==> config.mk <==
export PLATFORM = sky130hd
export DESIGN_NAME = slice_serial_adder
export DESIGN_NICKNAME = d
export VERILOG_FILES = /design/src/rtl/slice_serial_adder.sv
export SDC_FILE = /design/constraint.sdc
export NUM_CORES = 1
export LEC_CHECK = 0
export BUFFER_PORTS_ARGS = -buffer_cell sky130_fd_sc_hd__buf_2
export CORE_ASPECT_RATIO = 0.75
export CORE_MARGIN = 8
export CORE_UTILIZATION = 38
export DETAILED_ROUTE_END_ITERATION = 12
export REMOVE_ABC_BUFFERS = 1
export SYNTH_ARGS = -nofsm -noshare
export SYNTH_HDL_FRONTEND = slang
export SYNTH_SLANG_ARGS = --single-unit
==> constraint.sdc <==
create_clock -name clk -period 2.1 [get_ports clk]
set_input_delay 0.315 -clock clk [delete_from_list [all_inputs] [get_ports clk]]
set_output_delay 0.315 -clock clk [all_outputs]
set_load 0.02 [all_outputs]
==> src/rtl/slice_serial_adder.sv <==
// slice_serial_adder: adds two DATA_W-bit operands plus a carry-in by pushing
// them through one SLICE_W-bit carry-lookahead slice per clock, least
// significant slice first. A registered carry links consecutive slices and
// the finished sum/carry-out are offered on a valid/ready output handshake.
module slice_serial_adder #(
    parameter int DATA_W  = 16,
    parameter int SLICE_W = 4
) (
    input  logic              clk,
    input  logic              rst_n,
    input  logic              in_valid,
    output logic              in_ready,
    input  logic [DATA_W-1:0] A_in,
    input  logic [DATA_W-1:0] B_in,
    input  logic              C_1,
    output logic              out_valid,
    input  logic              out_ready,
    output logic [DATA_W-1:0] S,
    output logic              CO
);

    localparam int NSLICE = DATA_W / SLICE_W;
    localparam int CNT_W  = (NSLICE > 1) ? $clog2(NSLICE) : 1;
    localparam logic [CNT_W-1:0] LAST_CNT = CNT_W'(NSLICE - 1);

    typedef enum logic [1:0] {
        IDLE = 2'd0,
        RUN  = 2'd1,
        DONE = 2'd2
    } state_t;

    state_t              r_state;
    state_t              w_nextState;
    logic [DATA_W-1:0]   r_opA;
    logic [DATA_W-1:0]   r_opB;
    logic                r_carry;
    logic [CNT_W-1:0]    r_cnt;
    logic [DATA_W-1:0]   r_sum;
    logic                r_co;
    logic [SLICE_W-1:0]  w_sliceSum;
    logic                w_sliceCo;

    // Lookahead slice on the low SLICE_W bits of the operand shift registers.
    always_comb begin
        logic [SLICE_W-1:0] p;
        logic [SLICE_W-1:0] g;
        logic [SLICE_W:0]   c;
        p    = r_opA[SLICE_W-1:0] ^ r_opB[SLICE_W-1:0];
        g    = r_opA[SLICE_W-1:0] & r_opB[SLICE_W-1:0];
        c    = '0;
        c[0] = r_carry;
        for (int j = 0; j < SLICE_W; j++) begin
            c[j+1] = g[j] | (p[j] & c[j]);
        end
        w_sliceSum = p ^ c[SLICE_W-1:0];
        w_sliceCo  = c[SLICE_W];
    end

    // State register; reset drops any in-flight addition.
    always_ff @(posedge clk or negedge rst_n) begin
        if (!rst_n) begin
            r_state <= IDLE;
        end else begin
            r_state <= w_nextState;
        end
    end

    // Next state: accept in IDLE, run NSLICE cycles, hold result until taken.
    always_comb begin
        w_nextState = r_state;
        case (r_state)
            IDLE:    if (in_valid)          w_nextState = RUN;
            RUN:     if (r_cnt == LAST_CNT) w_nextState = DONE;
            DONE:    if (out_ready)         w_nextState = IDLE;
            default:                        w_nextState = IDLE;
        endcase
    end

    // Datapath: load operands on accept, then consume one slice per RUN cycle.
    always_ff @(posedge clk or negedge rst_n) begin
        if (!rst_n) begin
            r_opA   <= '0;
            r_opB   <= '0;
            r_carry <= 1'b0;
            r_cnt   <= '0;
            r_sum   <= '0;
            r_co    <= 1'b0;
        end else begin
            case (r_state)
                IDLE: begin
                    if (in_valid) begin
                        r_opA   <= A_in;
                        r_opB   <= B_in;
                        r_carry <= C_1;
                        r_cnt   <= '0;
                    end
                end
                RUN: begin
                    r_sum[r_cnt*SLICE_W +: SLICE_W] <= w_sliceSum;
                    r_carry <= w_sliceCo;
                    r_opA   <= r_opA >> SLICE_W;
                    r_opB   <= r_opB >> SLICE_W;
                    r_cnt   <= r_cnt + 1'b1;
                    if (r_cnt == LAST_CNT) begin
                        r_co <= w_sliceCo;
                    end
                end
                default: begin
                end
            endcase
        end
    end

    assign in_ready  = (r_state == IDLE);
    assign out_valid = (r_state == DONE);
    assign S         = r_sum;
    assign CO        = r_co;

endmodule

# Word level (Yosys, flattened, before mapping)
# Index checks and enable logic that the tools add are counted.
dict set report totals {
  reg_bits 54
  in_bits 37
}
dict set report op_classes {
  add_sub_neg 2
  n_eq_ne 6
  shifts 2
  mux 13
  bitwise 11
  reduce_logical 5
}
# cell count
set ops {}
lappend ops {{case mux 16 bit (2 select lines)} 2}
lappend ops {{negator 4 -> 34 bit} 1}
lappend ops {{variable shift 4 x 34 -> 16 bit, first input constant} 1}
lappend ops {{variable part select 4 x 34 -> 16 bit} 1}
lappend ops {{2-to-1 mux 16 bit} 2}
lappend ops {{bitwise mux 16 bit} 1}
lappend ops {{2-to-1 mux 2 bit} 4}
lappend ops {{bitwise XOR 4 bit} 2}
lappend ops {{case mux 2 bit (3 select lines)} 1}
lappend ops {{AND 1 bit} 4}
lappend ops {{AND 4 bit} 1}
lappend ops {{equality test 2 bit, second input constant} 2}
lappend ops {{!= test 2 bit, second input constant} 2}
lappend ops {{OR 1 bit} 4}
lappend ops {{case mux 2 bit (2 select lines)} 1}
lappend ops {{AND reduction 2 bit} 2}
lappend ops {{AND reduction 3 bit} 1}
lappend ops {{adder 2 x 1 -> 2 bit, second input constant} 1}
lappend ops {{equality test 2 x 1 -> 1 bit, second input constant} 1}
lappend ops {{zero test 2 bit} 1}
lappend ops {{!= test 2 x 1 -> 1 bit, second input constant} 1}
lappend ops {{case mux 1 bit (2 select lines)} 1}
lappend ops {{nonzero test 2 bit} 1}
lappend ops {{2-to-1 mux 1 bit} 1}

# Logic depth before layout (Yosys ltp)
dict set report logic_depth {
  depth_word 10
  mapped_depth 8
  mapped_depth_nobuf 8
}

# Worst setup path after synthesis
# OpenSTA, ideal clock, no wires.
dict set report synth_path {
  kind {flip-flop to flip-flop}
  startpoint {register r_opA[0]}
  endpoint {register r_sum[3] (netlist: S[3])}
  setup_time_ns 0.127
  t_arrival_ns 1.954
  slack_ns 0.019
  path_stages_with_launch 9
  synth_period_minus_slack_ns 2.081
  cell_sequence {dfrtp_1 -> fa_1 -> inv_1 -> fa_1 -> fa_1 -> inv_1 -> fa_1 -> nand3_1 -> o21ai_0}
}
dict set report synth_via {
  elab_chain_cells 10
}
# item line_no
set synth_lines {}
lappend synth_lines {{from (decl)} 34} ;# logic [DATA_W-1:0] r_opA;
lappend synth_lines {{from (signal assigned)} 92} ;# r_opA <= A_in;
lappend synth_lines {{from (signal assigned)} 101} ;# r_opA <= r_opA >> SLICE_W;
lappend synth_lines {{bitwise XOR 4 bit} 48} ;# p = r_opA[SLICE_W-1:0] ^ r_opB[SLICE_W-1:0];
lappend synth_lines {{AND 1 bit} 53} ;# c[j+1] = g[j] | (p[j] & c[j]);
lappend synth_lines {{OR 1 bit} 53}
lappend synth_lines {{AND 1 bit} 53}
lappend synth_lines {{OR 1 bit} 53}
lappend synth_lines {{AND 1 bit} 53}
lappend synth_lines {{OR 1 bit} 53}
lappend synth_lines {{bitwise XOR 4 bit (*)} 55} ;# w_sliceSum = p ^ c[SLICE_W-1:0];
lappend synth_lines {{variable part select 4 x 34 -> 16 bit (*)} 99} ;# r_sum[r_cnt*SLICE_W +: SLICE_W] <= w_sliceSum;
lappend synth_lines {{bitwise mux 16 bit (*)} 99}
lappend synth_lines {{to (signal, indexed assignment)} 99}
lappend synth_lines {{to (decl)} 38} ;# logic [DATA_W-1:0] r_sum;
# Mark *: on every way between the ends. The rest lies on a longest branch, timed or not.
# A chain may end at the register's enable or synchronous reset.

# Worst setup path in the final report
dict set report layout_path {
  startpoint {register r_opA[0]}
  endpoint {register r_sum[7] (netlist: S[7])}
}
# Same word-level chain as after synthesis.

==> reports/qor.csv <==
metric,value,unit
worstPathArrival,2.35,ns
timing.rr.end,S[7]$_DFFE_PN0P_,
drtAntennaViolNets,0,
synth-seq-cells,54,
path_cells,"fa_2, inv_2, fa_2, fa_2, inv_2, fa_2, nand3_1, o21ai_1",
fin_tns_setup,-0.004559,ns
synth.distinct_cells,27,
grt_first_pass_wirelength,10850,um
power_switching,2.184,mW
cts_tree,built,
cts_max_level,2,
crit_required,2.35,ns
holdPathStages,2,
hold_violations,0,
antenna_cells,0,
routed_wl,6348,um
pwr-share-comb,49.7,%
setup_slack,-0.004559,ns
initial_core_util,38.59,%
yosysWarnings,0,
startpoint,r_opA[0]$_DFFE_PN0P_,
cts.clk_slew.worst_paths,0.10,ns
path_class,flip-flop to flip-flop,
max_freq,0.4752,GHz
num_rows,26,
internal_power,2.910,mW
syn_inst,244,
grt_max_degree,22,
seqPwrFrac,36.4,%
min_period,2.105,ns
clockBufferDepth,2,
area_growth,19.69,%
peakVddDrop,0.5940,mV
finalMaxSlewViolations,0,
p_leak,1.456,nW
path_max_fanout,4,
endpoint,S[7]$_DFFE_PN0P_,
critPathMaxStageDelay,0.56,ns
avgSynthCellArea,10.55,um^2
reg2reg_slack,-0.005,ns
place_congestion,0.7448,
core,6669,um^2
drtIter0Drc,140,
total_power,5.094,mW
cpMostUsedCell,fa_2,
grt.overflow.total,0,
dp_slack,-0.09520,ns
die_width,111.0,um
grt_antenna_before_repair,0,
dr.pass1.iters,4,
num_vias,2046,
first_global_vias,2097,
placed_cell_area,2943,um^2
synth_area,2574,um^2
reg2reg_depth,8,
end_kind,flip-flop,
clockRootBuffer,clkbuf_8,
p_clk_share,13.9,%
stdcell_area,3080,um^2
fp.dieH,87.27,um
drv_cap,0,
place_hpwl,4663,um
rsz0062_at_grt,true,
violations,setup timing,
fin_nets,351,
cp_slowest_cell,fa_2,
clk_latency,0.31,ns
viasPerCell,5.260,
powerDensity,1654,nW/um^2
gr-usage-all-layers,13.62,%
drc,0,
status,finished with violations,
yosysSeqAreaShare,52.50,%
cts_buffers,5,
worstSetupStartpointType,flip-flop,
max_slew_margin,52.99,%
drive_above_1_share,29.18,%
finalSetupViolations,1,
cts.sinks,54,
switching_share,42.87,%
ios,56,
hold_path_class,input port to flip-flop,
worst_pin_slew,0.7044,ns
fin_skew,0.01304,ns
dieArea,9690,um^2
layout_worst_path_cycle_share,100.2,%
r2r-start,r_opA[0]$_DFFE_PN0P_,
io_buffers,55,
wl_per_cell,16.32,um
per-stage QoR:
step                      hold slack [ns]  instances  util, %
after floorplan                   0.01941        230        -
after global placement             0.2860        379    44.13
after detailed placement           0.2806        379    44.13
after CTS                          0.1749        388    46.08
after global routing               0.1810        389    46.19
final                              0.1781        389    46.19
critical path: cells and delay by family, from the launching register on:
kind                     cells  cell delay, ns
flip-flops                   1            0.41
buffers and inverters        2            0.10
AND/OR/NAND/NOR              1            0.08
AO/OA/AOI/OAI                1            0.12
adder cells (fa/ha/maj)      4            1.34
cell families (layout without fill, tap and decap cells):
kind of cell / count (synthesis) / in the layout / share of synthesized area [%]
compound gates: 90 / 90 / 22.17
simple gates: 65 / 65 / 14.05
flops: 54 / 54 / 52.50
buf+inv: 24 / 85 / 4.813
fa+ha+maj: 10 / 10 / 6.028
mux: 1 / 1 / 0.4375
layer usage:
layer  global-route usage, %  share of wire (%)  vias to the layer above
met1                   19.48                 49                      990
met3                   3.650                6.2                        2
met4                   3.257               0.20                        0
li1                        -                  -                      995
met5                       0                  0                        -
met2                   19.82                 44                       59
worst min path at each step:
stage                     startpoint                endpoint
after floorplan                rst_n          CO$_DFFE_PN0P_
after global placement         rst_n   r_opB[15]$_DFFE_PN0P_
after detailed placement       rst_n   r_opB[15]$_DFFE_PN0P_
after CTS                  out_ready  r_state[1]$_DFFE_PN0P_
after global routing       out_ready  r_state[1]$_DFFE_PN0P_
final                      out_ready  r_state[1]$_DFFE_PN0P_
cell usage in the layout, fill, tap and decap left out, types with 2 or more instances in the layout:
master	count
buf_2	55
dfrtp_1	54
o22ai_1	32
nand2_1	28
a21oi_1	21
nor2_1	14
buf_4	11
o21ai_0	10
o31ai_1	9
inv_1	8
o21ai_1	7
ha_1	6
nand2b_1	5
a22o_1	5
nand3b_1	5
clkbuf_8	5
nand3b_4	4
nand3_1	4
o221a_2	4
fa_2	4
inv_2	2
nor2b_1	2
nor3b_1	2
power by group through the flow:
stage	clock [mW]	combinational (mW)	sequential [mW]
6_report	0.706	2.53	1.86
5_1_grt	0.765	2.83	1.92
3_5_place_dp	0	2.48	1.88
4_1_cts	0.724	2.54	1.86
2_1_floorplan	0	1.50	2.00
3_3_place_gp	0	2.46	1.86
area by class of cell:
class,instances,area (um^2)
fill,649,3588
multi-input combinational,166,1109
sequential,54,1351
tap,84,105.1
timing repair buffer,67,367.9
clock buffer,6,72.57
clock inverter,2,37.54
inverter,10,37.54
flip-flops by register name (all words and copies together) (netlist names):
name     flops
r_opB       16
CO           1
r_opA       16
r_cnt        2
S           16
r_carry      1
r_state      2
synth_stat cells, drive strengths merged:
library cell  instances  area share, %
fa                    4            3.1
nand2b                5            1.2
nor2                 14            2.0
a22oi                 1           0.29
inv                  10            1.5
nand3b                9            4.6
buf                  12            3.1
nand2                28            4.1
o221a                 4            1.7
and2b                 1           0.29
o21ai                17            3.3
dfrtp                54             53
nor2b                 2           0.49
o31ai                 9            2.6
ha                    6            2.9
o22ai                32            7.8
clkbuf                2           0.29
a21oi                21            4.1
mux2                  1           0.44
o21ba                 1           0.63
nor3b                 2           0.58
nand3                 4           0.78
a22o                  5            1.7
repair_timing:
item                                   4_1_cts  5_1_grt
hold buffers                                 1        0
buffers inserted                             0        1
pin swaps                                    1        1
resized for setup                           10        0
endpoints found under the hold margin       17        0
setup endpoints to repair                    4        4
No activity file was read; power rests on OpenSTA's default activity.
